`src/rtl/coh_axi_gate.sv`:
```
// coh_axi_gate: coherence gate in front of a memory-side AXI port.
// Before an upstream AR/AW burst is forwarded, every cache block it touches
// is acquired over the coherence master port. The lock is held until the
// burst completes (R last beat or B response). Only address channels pass
// through here; W/R/B are wired externally and R/B are only monitored.
// Optional feature macro: COH_GATE_TIMEOUT_EN (acquisition timeout/re-issue).
module coh_axi_gate #(
    parameter int DW       = 32,
    parameter int BLK      = 64,
    parameter int MAXBYTES = 1024,
    parameter int REQID    = 1,
    parameter int TRSC_RD  = 1,
    parameter int TRSC_WR  = 2,
    parameter int TIMEOUT  = 1024
) (
    input  logic        clk,
    input  logic        rst,
    input  logic [31:0] u_axi_araddr,
    input  logic [7:0]  u_axi_arlen,
    input  logic        u_axi_arvalid,
    output logic        u_axi_arready,
    input  logic [31:0] u_axi_awaddr,
    input  logic [7:0]  u_axi_awlen,
    input  logic        u_axi_awvalid,
    output logic        u_axi_awready,
    output logic [31:0] m_axi_araddr,
    output logic [7:0]  m_axi_arlen,
    output logic [2:0]  m_axi_arsize,
    output logic [1:0]  m_axi_arburst,
    output logic        m_axi_arvalid,
    input  logic        m_axi_arready,
    output logic [31:0] m_axi_awaddr,
    output logic [7:0]  m_axi_awlen,
    output logic [2:0]  m_axi_awsize,
    output logic [1:0]  m_axi_awburst,
    output logic        m_axi_awvalid,
    input  logic        m_axi_awready,
    input  logic        m_axi_rvalid,
    input  logic        m_axi_rready,
    input  logic        m_axi_rlast,
    input  logic        m_axi_bvalid,
    input  logic        m_axi_bready,
    output logic        m_coh_lock,
    output logic [7:0]  m_coh_rqst,
    output logic [7:0]  m_coh_trsc,
    output logic [63:0] m_coh_addr,
    input  logic [7:0]  m_coh_resp,
    input  logic [7:0]  m_coh_mesi,
    input  logic        s_coh_lock,
    input  logic [7:0]  s_coh_rqst,
    input  logic [7:0]  s_coh_trsc,
    input  logic [63:0] s_coh_addr,
    output logic [7:0]  s_coh_resp,
    output logic [7:0]  s_coh_mesi,
    output logic        err_timeout
);
    localparam int NB      = MAXBYTES / BLK + 1;
    localparam int LOG_BLK = $clog2(BLK);
    localparam int IW      = (NB > 1) ? $clog2(NB) : 1;

    typedef enum logic [1:0] {S_IDLE, S_ACQ, S_FWD, S_WAIT} state_t;

    state_t          state_q;
    logic [NB-1:0]   req_q, own_q, snt_q, own_d, req_init, cand;
    logic            pend_q, rd_q, pri_aw_q, arvalid_q, awvalid_q, err_q;
    logic [IW-1:0]   pend_idx_q, pick_idx;
    logic            pick_any;
    logic [31:0]     addr_q, base_q;
    logic [7:0]      len_q, coh_rqst_q, coh_trsc_q, sb_q, s_resp_c;
    logic [63:0]     coh_addr_q;
    logic            grant_ar, grant_aw, steal, resp_hit, all_own, locked, tmo_hit;
    logic [31:0]     cap_addr;
    logic [7:0]      cap_len;
    logic [15:0]     nblk_c;

    // Round-robin between AR and AW; pri_aw_q says AW wins the next tie.
    assign grant_ar = u_axi_arvalid & (~u_axi_awvalid | ~pri_aw_q);
    assign grant_aw = u_axi_awvalid & ~grant_ar;
    assign cap_addr = grant_ar ? u_axi_araddr : u_axi_awaddr;
    assign cap_len  = grant_ar ? u_axi_arlen  : u_axi_awlen;

    // Blocks touched by the burst, including the partial leading block.
    assign nblk_c = (16'(cap_addr[LOG_BLK-1:0]) + (16'(cap_len) + 16'd1) * 16'(DW / 8)
                     + 16'(BLK - 1)) >> LOG_BLK;

    // Thermometer mask of slots to acquire; slots past NB do not exist,
    // which clamps the count.
    genvar gi;
    generate
        for (gi = 0; gi < NB; gi++) begin : g_req
            assign req_init[gi] = (nblk_c > 16'(gi));
        end
    endgenerate

    // Snoops are only refused once every block is owned; yielding during
    // acquisition keeps two gates with partial ownership from deadlocking.
    assign m_coh_lock = (state_q != S_IDLE) & (|req_q);
    assign locked     = m_coh_lock & s_coh_lock & (state_q != S_ACQ);
    assign s_resp_c   = locked ? 8'd0 : sb_q;
    assign s_coh_resp = s_resp_c;
    assign s_coh_mesi = 8'd0;

    assign steal    = (state_q == S_ACQ) && (s_resp_c != 8'd0);
    assign resp_hit = (state_q == S_ACQ) && pend_q && (m_coh_resp == 8'(REQID));
    assign cand     = req_q & ~own_q & ~snt_q;

    // Ownership next-state and lowest-index candidate selection.
    always_comb begin
        own_d = own_q;
        if (steal)
            own_d = '0;
        else if (resp_hit)
            own_d[pend_idx_q] = 1'b1;
        pick_idx = '0;
        pick_any = 1'b0;
        for (int i = NB - 1; i >= 0; i--) begin
            if (cand[i]) begin
                pick_idx = IW'(i);
                pick_any = 1'b1;
            end
        end
    end

    assign all_own = ((req_q & own_d) == req_q);

`ifdef COH_GATE_TIMEOUT_EN
    logic [15:0] cnt_q;
    assign tmo_hit = (state_q == S_ACQ) && (cnt_q == 16'(TIMEOUT - 1)) && !steal && !all_own;
`else
    assign tmo_hit = 1'b0;
`endif

    // Main controller: arbitration, acquisition, forwarding, completion, snoop latch.
    always_ff @(posedge clk) begin
        if (rst) begin
            state_q    <= S_IDLE;
            req_q      <= '0;
            own_q      <= '0;
            snt_q      <= '0;
            pend_q     <= 1'b0;
            pend_idx_q <= '0;
            rd_q       <= 1'b0;
            pri_aw_q   <= 1'b0;
            arvalid_q  <= 1'b0;
            awvalid_q  <= 1'b0;
            addr_q     <= '0;
            base_q     <= '0;
            len_q      <= '0;
            coh_rqst_q <= '0;
            coh_trsc_q <= '0;
            coh_addr_q <= '0;
            sb_q       <= '0;
            err_q      <= 1'b0;
`ifdef COH_GATE_TIMEOUT_EN
            cnt_q      <= '0;
`endif
        end else begin
            coh_rqst_q <= '0;
            coh_trsc_q <= '0;
            coh_addr_q <= '0;
            err_q      <= 1'b0;
            if (s_coh_rqst != 8'd0)
                sb_q <= s_coh_rqst;
            else if (s_resp_c != 8'd0)
                sb_q <= '0;
            unique case (state_q)
                S_IDLE: begin
                    if (grant_ar | grant_aw) begin
                        addr_q   <= cap_addr;
                        len_q    <= cap_len;
                        rd_q     <= grant_ar;
                        base_q   <= {cap_addr[31:LOG_BLK], {LOG_BLK{1'b0}}};
                        req_q    <= req_init;
                        own_q    <= '0;
                        snt_q    <= '0;
                        pend_q   <= 1'b0;
                        pri_aw_q <= grant_ar;
                        state_q  <= S_ACQ;
`ifdef COH_GATE_TIMEOUT_EN
                        cnt_q    <= '0;
`endif
                    end
                end
                S_ACQ: begin
                    own_q <= own_d;
                    if (resp_hit)
                        pend_q <= 1'b0;
                    if (steal) begin
                        snt_q  <= '0;
                        pend_q <= 1'b0;
                    end else if (all_own) begin
                        state_q   <= S_FWD;
                        arvalid_q <= rd_q;
                        awvalid_q <= ~rd_q;
                    end else if (tmo_hit) begin
                        snt_q  <= '0;
                        pend_q <= 1'b0;
                        err_q  <= 1'b1;
                    end else if (!pend_q && pick_any) begin
                        snt_q[pick_idx] <= 1'b1;
                        pend_q          <= 1'b1;
                        pend_idx_q      <= pick_idx;
                        coh_rqst_q      <= 8'(REQID);
                        coh_trsc_q      <= rd_q ? 8'(TRSC_RD) : 8'(TRSC_WR);
                        coh_addr_q      <= {32'd0, base_q + (32'(pick_idx) << LOG_BLK)};
                    end
`ifdef COH_GATE_TIMEOUT_EN
                    if (resp_hit || tmo_hit)
                        cnt_q <= '0;
                    else
                        cnt_q <= cnt_q + 16'd1;
`endif
                end
                S_FWD: begin
                    if ((arvalid_q & m_axi_arready) | (awvalid_q & m_axi_awready)) begin
                        arvalid_q <= 1'b0;
                        awvalid_q <= 1'b0;
                        state_q   <= S_WAIT;
                    end
                end
                S_WAIT: begin
                    if (rd_q ? (m_axi_rvalid & m_axi_rready & m_axi_rlast)
                             : (m_axi_bvalid & m_axi_bready)) begin
                        req_q   <= '0;
                        own_q   <= '0;
                        snt_q   <= '0;
                        state_q <= S_IDLE;
                    end
                end
                default: state_q <= S_IDLE;
            endcase
        end
    end

    assign u_axi_arready = (state_q == S_FWD) & rd_q & m_axi_arready;
    assign u_axi_awready = (state_q == S_FWD) & ~rd_q & m_axi_awready;
    assign m_axi_araddr  = addr_q;
    assign m_axi_awaddr  = addr_q;
    assign m_axi_arlen   = len_q;
    assign m_axi_awlen   = len_q;
    assign m_axi_arvalid = arvalid_q;
    assign m_axi_awvalid = awvalid_q;
    assign m_axi_arsize  = 3'($clog2(DW / 8));
    assign m_axi_awsize  = 3'($clog2(DW / 8));
    assign m_axi_arburst = 2'd1;
    assign m_axi_awburst = 2'd1;
    assign m_coh_rqst    = coh_rqst_q;
    assign m_coh_trsc    = coh_trsc_q;
    assign m_coh_addr    = coh_addr_q;
    assign err_timeout   = err_q;

    // Inputs that carry no information this block needs.
    logic unused_sink;
    assign unused_sink = ^{m_coh_mesi, s_coh_trsc, s_coh_addr, 16'(TIMEOUT)};
endmodule

```
`config.mk`:
```
export PLATFORM = sky130hd
export DESIGN_NAME = coh_axi_gate
export DESIGN_NICKNAME = d
export VERILOG_FILES = /design/src/rtl/coh_axi_gate.sv
export SDC_FILE = /design/constraint.sdc
export NUM_CORES = 1
export LEC_CHECK = 0
export ABC_AREA = 1
export BUFFER_PORTS_ARGS = -buffer_cell sky130_fd_sc_hd__buf_2
export CAP_MARGIN = 20
export CORE_MARGIN = 3
export CORE_UTILIZATION = 42
export DETAILED_ROUTE_END_ITERATION = 8
export PLACE_DENSITY = 0.81
export SLEW_MARGIN = 0
export SYNTH_ARGS = -nofsm -noshare
export SYNTH_HDL_FRONTEND = slang
export SYNTH_SLANG_ARGS = --single-unit
```
`constraint.sdc`:
```
create_clock -name clk -period 8.2 [get_ports clk]
set_clock_uncertainty 0.2 [all_clocks]
set_input_delay 1.23 -clock clk [delete_from_list [all_inputs] [get_ports clk]]
set_output_delay 1.23 -clock clk [all_outputs]
set_load 0.03 [all_outputs]
```
# Yosys cells after proc, flatten, opt, wreduce, memory -nomap -nowiden
# Index checks and enable logic that the tools add are counted.
# W data, S select, Z words.
[word_totals]
reg_bits = 216
latch_bits = 0
ram_bits = 0
romBits = 0
inputBits = 188
elab_cells = 189
n_memories = 0
[classes]
n_addsub = 4
multipliers = 0
div_mod_pow = 0
n_lt_le_gt_ge = 21
eq_ne = 13
shifts = 0
mux = 76
n_bitwise = 31
reduce_logical = 27
[op_table]
columns = ["operator", "count"]
rows = [
  ["$mux W17", 8],
  ["$pmux W17 S3", 2],
  ["$mux W5", 17],
  ["$gt A7 B4 Y1 const B", 8],
  ["$and A17 B17 Y17", 3],
  ["$not A17 Y17", 2],
  ["$or A17 B17 Y17", 2],
  ["$pmux W17 S2", 1],
  ["$add A32 B11 Y32", 1],
  ["$mux W32", 1],
  ["$mux W8", 4],
  ["$mux W1", 31],
  ["$gt A7 B3 Y1 const B", 4],
  ["$eq A17 B17 Y1", 1],
  ["$reduce_or A17 Y1", 1],
  ["$reduce_bool A8 Y1", 2],
  ["$and A1 B1 Y1", 14],
  ["$gt A7 B1 Y1 const B", 2],
  ["$gt A7 B2 Y1 const B", 2],
  ["$add A12 B6 Y13 const B", 1],
  ["$add A6 B11 Y12", 1],
  ["$lt A5 B6 Y1 const B", 2],
  ["$mux W2", 6],
  ["$demux W1 S5", 2],
  ["25 further kinds", 54],
]

# Longest topological paths before layout
[logic_depth]
ltp_word = 29
ltp_mapped = 38

# Least setup slack after synthesis
# OpenSTA, ideal clock, no wires.
[synth_path]
path_kind = "input to register"
startpoint = "in u_axi_awvalid"
endpoint = "reg req_q[12]"
setup_ns = 0.113
arrival_time_ns = 3.763
slack_ns = 4.124
stages = 21
n_path_buf = 2
cell_sequence = "nand2_4 -> nand2_8 -> buf_12 -> clkbuf_1 -> mux2i_1 -> ha_1 -> inv_1 -> ha_1 -> a21oi_1 -> o21a_1 -> nand2_2 -> a21oi_4 -> nand2_1 -> nand2_1 -> inv_2 -> nor2_1 -> nor2_1 -> nand2_1 -> o21ai_1 -> o21ai_1 -> inv_1"
[synth_between]
elab_chain_cells = 10
elab_cells_between_ends = 16
cone_classes = "add/sub: 3; order compare: 1; eq/ne: 1; mux: 4; bitwise: 6; reduce/logical: 1"
[synth_lines]
columns = ["item", "line_no", "rtl"]
rows = [
  ["start: declaration", "24", "input logic u_axi_awvalid,"],
  ["$not A1 Y1", "77", "assign grant_ar = u_axi_arvalid & (~u_axi_awvalid | ~pri_aw_q);"],
  ["$or A1 B1 Y1", "77", ""],
  ["$and A1 B1 Y1", "77", ""],
  ["$mux W8", "80", "assign cap_len = grant_ar ? u_axi_arlen : u_axi_awlen;"],
  ["$add A8 B1 Y9", "83", "assign nblk_c = (16'(cap_addr[LOG_BLK-1:0]) + (16'(cap_len) + 16'd1) * 16'(DW / 8)"],
  ["$add A6 B11 Y12", "83", ""],
  ["$add A12 B6 Y13", "84", "+ 16'(BLK - 1)) >> LOG_BLK;"],
  ["$gt A7 B4 Y1", "91", "assign req_init[gi] = (nblk_c > 16'(gi));"],
  ["$mux W17", "168", "if (grant_ar | grant_aw) begin"],
  ["$pmux W17 S2", "166", "unique case (state_q)"],
  ["end signal: assignment", "173", "req_q <= req_init;"],
  ["end: declaration", "64", "logic [NB-1:0] req_q, own_q, snt_q, own_d, req_init, cand;"],
]
# Several ways; a longest one is shown, not always the timed one. The select of a mux whose other input is x is not followed.
# A chain may end at the register's enable or synchronous reset.

# Worst setup path after layout
[layout_path]
startpoint = "reg req_q[15]"
endpoint = "reg coh_addr_q[28] (netlist: m_coh_addr[28])"
[layout_between]
elab_cells_between_ends = 48
cone_classes = "add/sub: 1; eq/ne: 1; mux: 34; bitwise: 7; reduce/logical: 5"
[layout_lines]
columns = ["item", "line_no", "rtl"]
rows = [
  ["$and A17 B17 Y17 (2 in a row)", "105", "assign cand = req_q & ~own_q & ~snt_q;"],
  ["$mux W5 (16 in a row)", "117", "if (cand[i]) begin"],
  ["net pick_idx[0]", "66", "logic [IW-1:0] pend_idx_q, pick_idx;"],
  ["$add A32 B11 Y32", "205", "coh_addr_q <= {32'd0, base_q + (32'(pick_idx) << LOG_BLK)};"],
  ["end signal: assignment", "205", ""],
  ["end: declaration", "70", "logic [63:0] coh_addr_q;"],
]
# The timed path passes the listed nets, and every way through them passes these cells.

==> summary.txt <==
Route
  – DRT antenna net count: 0
  – Initial DRC count: 569
  – Final WL: 22.8 mm
  – Routed vias: 8074
  – WL/cell: 13.9 um
  – Drt drc: 0
  – Vias/cell: 4.91
  – Drt first pass iters: 5

Worst setup path
  – Worst EP arrival: 4700 ps
  – Critical path type: flop to flop
  – Critical path startpoint category: flop
  – Critical path origin: req_q[15]
  – Reg2reg start: req_q[15]
  – Req. time, crit path: 8300 ps
  – Worst path bufs/invs: 3
  – Cell family with most CP delay: simple AND/OR/NAND/NOR gates
  – CP max FO: 6
  – Most common cell on crit path: nand2_1
  – Worst path slowest cell: dfxtp_1
  – Worst path max stage delay: 400 ps
  – CP endpoint kind: flop

Clock network
  – Clock Path Buffers: 2
  – Clk sinks: 139
  – H-tree depth: 4
  – TritonCTS clock tree: done
  – Reg clk slew, reported paths: 60 ps
  – Hold_buf cts: 0
  – Clk root buf: clkbuf_16
  – Number of setup buffers added after CTS: 0
  – Post-CTS sizing: 0
  – Num CTS Buffers: 17
  – Worst-Skew Late Latency: 420 ps

Finish
  – Fill cells: 1905
  – Most frequent cells in the layout: 263 x nand2_1, 229 x buf_2, 139 x dfxtp_1, 135 x inv_1, 99 x nor2_1
  – Area Growth Syn to Fin: 16.1%
  – Most common cell after layout, fill and taps aside: nand2_1
  – Layout Nets: 1580
  – Layout cells sized above 1: 23.3%

Pwr
  – Peak supply drop: 0.220 mV
  – Leak Pwr: 4.68 nW
  – Power per cell area: 338 mW/mm2

Global routing
  – Pin count of the biggest net entering global routing: 68
  – Grt ovf: 0
  – GRT Overall Usage: 20.7%
  – Initial antenna violation count: 2
  – Global-route wire length before repair: 36.5 mm
  – Vias in the first global route: 7213

Placed design
  – Final HPWL DP: 17.6 mm
  – Setup Slack @ Placement: 3290 ps
  – IO Port Bufs: 229
  – GP Congestion: 0.948

Timing
  – Worst-Margin Slew: 758 ps
  – Final setup fails: 0
  – Fin crit share: 56.1%
  – Setup TNS: 0 ps
  – RSZ-0062 raised after global routing: false
  – Slew headroom: 49.1%
  – Worst Setup Slack, final: 3600 ps
  – Final Slew Violations: 0
  – Tmin final: 4600 ps
  – Fmax: 217 MHz
  – Final Hold Viols: 0

Yosys
  – Primary FF master, synth: dfxtp_1
  – Netlist cell types: 54
  – FFs w/ async S/R, synth: 0%
  – Synth warnings: 0
  – Cells after Synth: 1200
  – Mapped cell area: 0.00830 mm2
  – Post-synth EDFFs: 0
  – #FFs+latches synth: 139
  – Mean Syn Cell Area: 6.92 um2
  – Sequential cell area fraction in the yosys report: 33.5%

Die
  – Core area: 0.0191 mm2
  – Die W: 147 um
  – Initial Utilization: 43.5%
  – Die footprint: 0.0215 mm2
  – Std-Cell Rows: 50
  – Io pins: 380
  – Die span in y: 147 um

Run status
  – Status: complete, no violations

Job
  – Max_cap viols: 0

Min path
  – Hold path start: snt_q[7]
  – Worst min path class: flop to flop
-- report_power, final --
part	total (W)	switching, W	internal (W)
clock network	0.000760	0.000318	0.000442
registers	0.000964	0.000165	0.000799
logic	0.00153	0.00110	0.000435
-- sequential cells by signal, indices dropped and copies added, names as in the netlist, 5 cells and up --
register and count:
pend_idx_q 5, m_axi_araddr 32, m_axi_arlen 8, snt_q 17, own_q 17, req_q 17, m_coh_addr 26, sb_q 8
-- cells in the mapped netlist, types with 4 or more instances --
cell type | count | area share (%)
nand2_1 | 263 | 12
dfxtp_1 | 139 | 34
inv_1 | 136 | 6.2
buf_4 | 111 | 10
nor2_1 | 99 | 4.5
a21oi_1 | 83 | 5.0
o21ai_0 | 66 | 4.0
nand3_1 | 65 | 3.9
a31oi_1 | 39 | 2.9
clkbuf_1 | 31 | 1.4
ha_1 | 20 | 3.0
nor3_1 | 17 | 1.0
nand2_2 | 16 | 1.2
nand4_1 | 15 | 1.1
inv_2 | 9 | 0.41
xor2_1 | 7 | 0.74
o31ai_1 | 6 | 0.54
mux2i_1 | 5 | 0.60
nand2_4 | 5 | 0.68
xnor2_1 | 5 | 0.53
buf_6 | 4 | 0.54
nor2_4 | 4 | 0.54
o21ai_2 | 4 | 0.42
-- through the flow --
stage / hold WS, ps / instance area, um2 / power [W] / cells / util (%)
3_5_place_dp: 255 / 9040 / 0.00249 / 1611 / 47.4
3_3_place_gp: 248 / 9040 / 0.00246 / 1611 / 47.4
4_1_cts: 264 / 9620 / 0.00326 / 1643 / 50.4
5_1_grt: 277 / 9630 / 0.00349 / 1645 / 50.5
2_1_floorplan: 228 / 8550 / 0.00219 / 1268 / -
6_report: 261 / 9630 / 0.00326 / 1646 / 50.5
-- layer usage --
layer | vias to the layer above | GRT usage (%) | wire length [um]
li1 | 4032 | - | -
met1 | 3625 | 27.8 | 9760
met2 | 391 | 34.0 | 10700
met3 | 26 | 3.29 | 2010
met4 | 0 | 6.63 | 395
met5 | - | 0 | 0
-- worst reg2reg max path: cells and delay by family (launching register included) --
kind | cells | cell delay (ps)
and+or+nand+nor | 27 | 2490
buffers and inverters | 3 | 280
adders and majority gates | 2 | 580
DFF | 1 | 400
AOI/OAI and AO/OA | 3 | 570
-- path summary, 6_finish.rpt --
check                                 endpoint  slack [ps]  cells past startpoint
worst min register to register        snt_q[7]         260                      2
worst min-delay path                  snt_q[7]         260                      2
worst max register to register  m_coh_addr[28]        3600                     35
worst max-delay path            m_coh_addr[28]        3600                     35
-- cell type report --
| type | instances | area, um2 | share of cell area, % |
|---|---|---|---|
| Multi-Input combinational cell | 832 | 4200 | 43.6 |
| Sequential cell | 139 | 2780 | 28.9 |
| Timing Repair Buffer | 234 | 1180 | 12.3 |
| Inverter | 147 | 554 | 5.75 |
| Clock buffer | 19 | 453 | 4.70 |
| Tap cell | 260 | 325 | 3.38 |
| Clock inverter | 13 | 130 | 1.35 |
| Antenna cell | 2 | 5.00 | 0.0519 |
-- cells by family (layout without fill, tap and decap cells) --
| logic type | after synthesis | count (layout) | synth area share [%] |
|---|---|---|---|
| buf+inv | 297 | 413 | 19.1 |
| mux | 5 | 5 | 0.603 |
| xor+xnor | 15 | 15 | 1.85 |
| simple gates | 505 | 505 | 27.0 |
| flops | 139 | 139 | 33.5 |
| compound gates | 216 | 216 | 14.6 |
| fa+ha+maj | 21 | 21 | 3.26 |
| other cells | 2 | 72 | 0.0905 |
No activity file was read; power rests on OpenSTA's default activity.
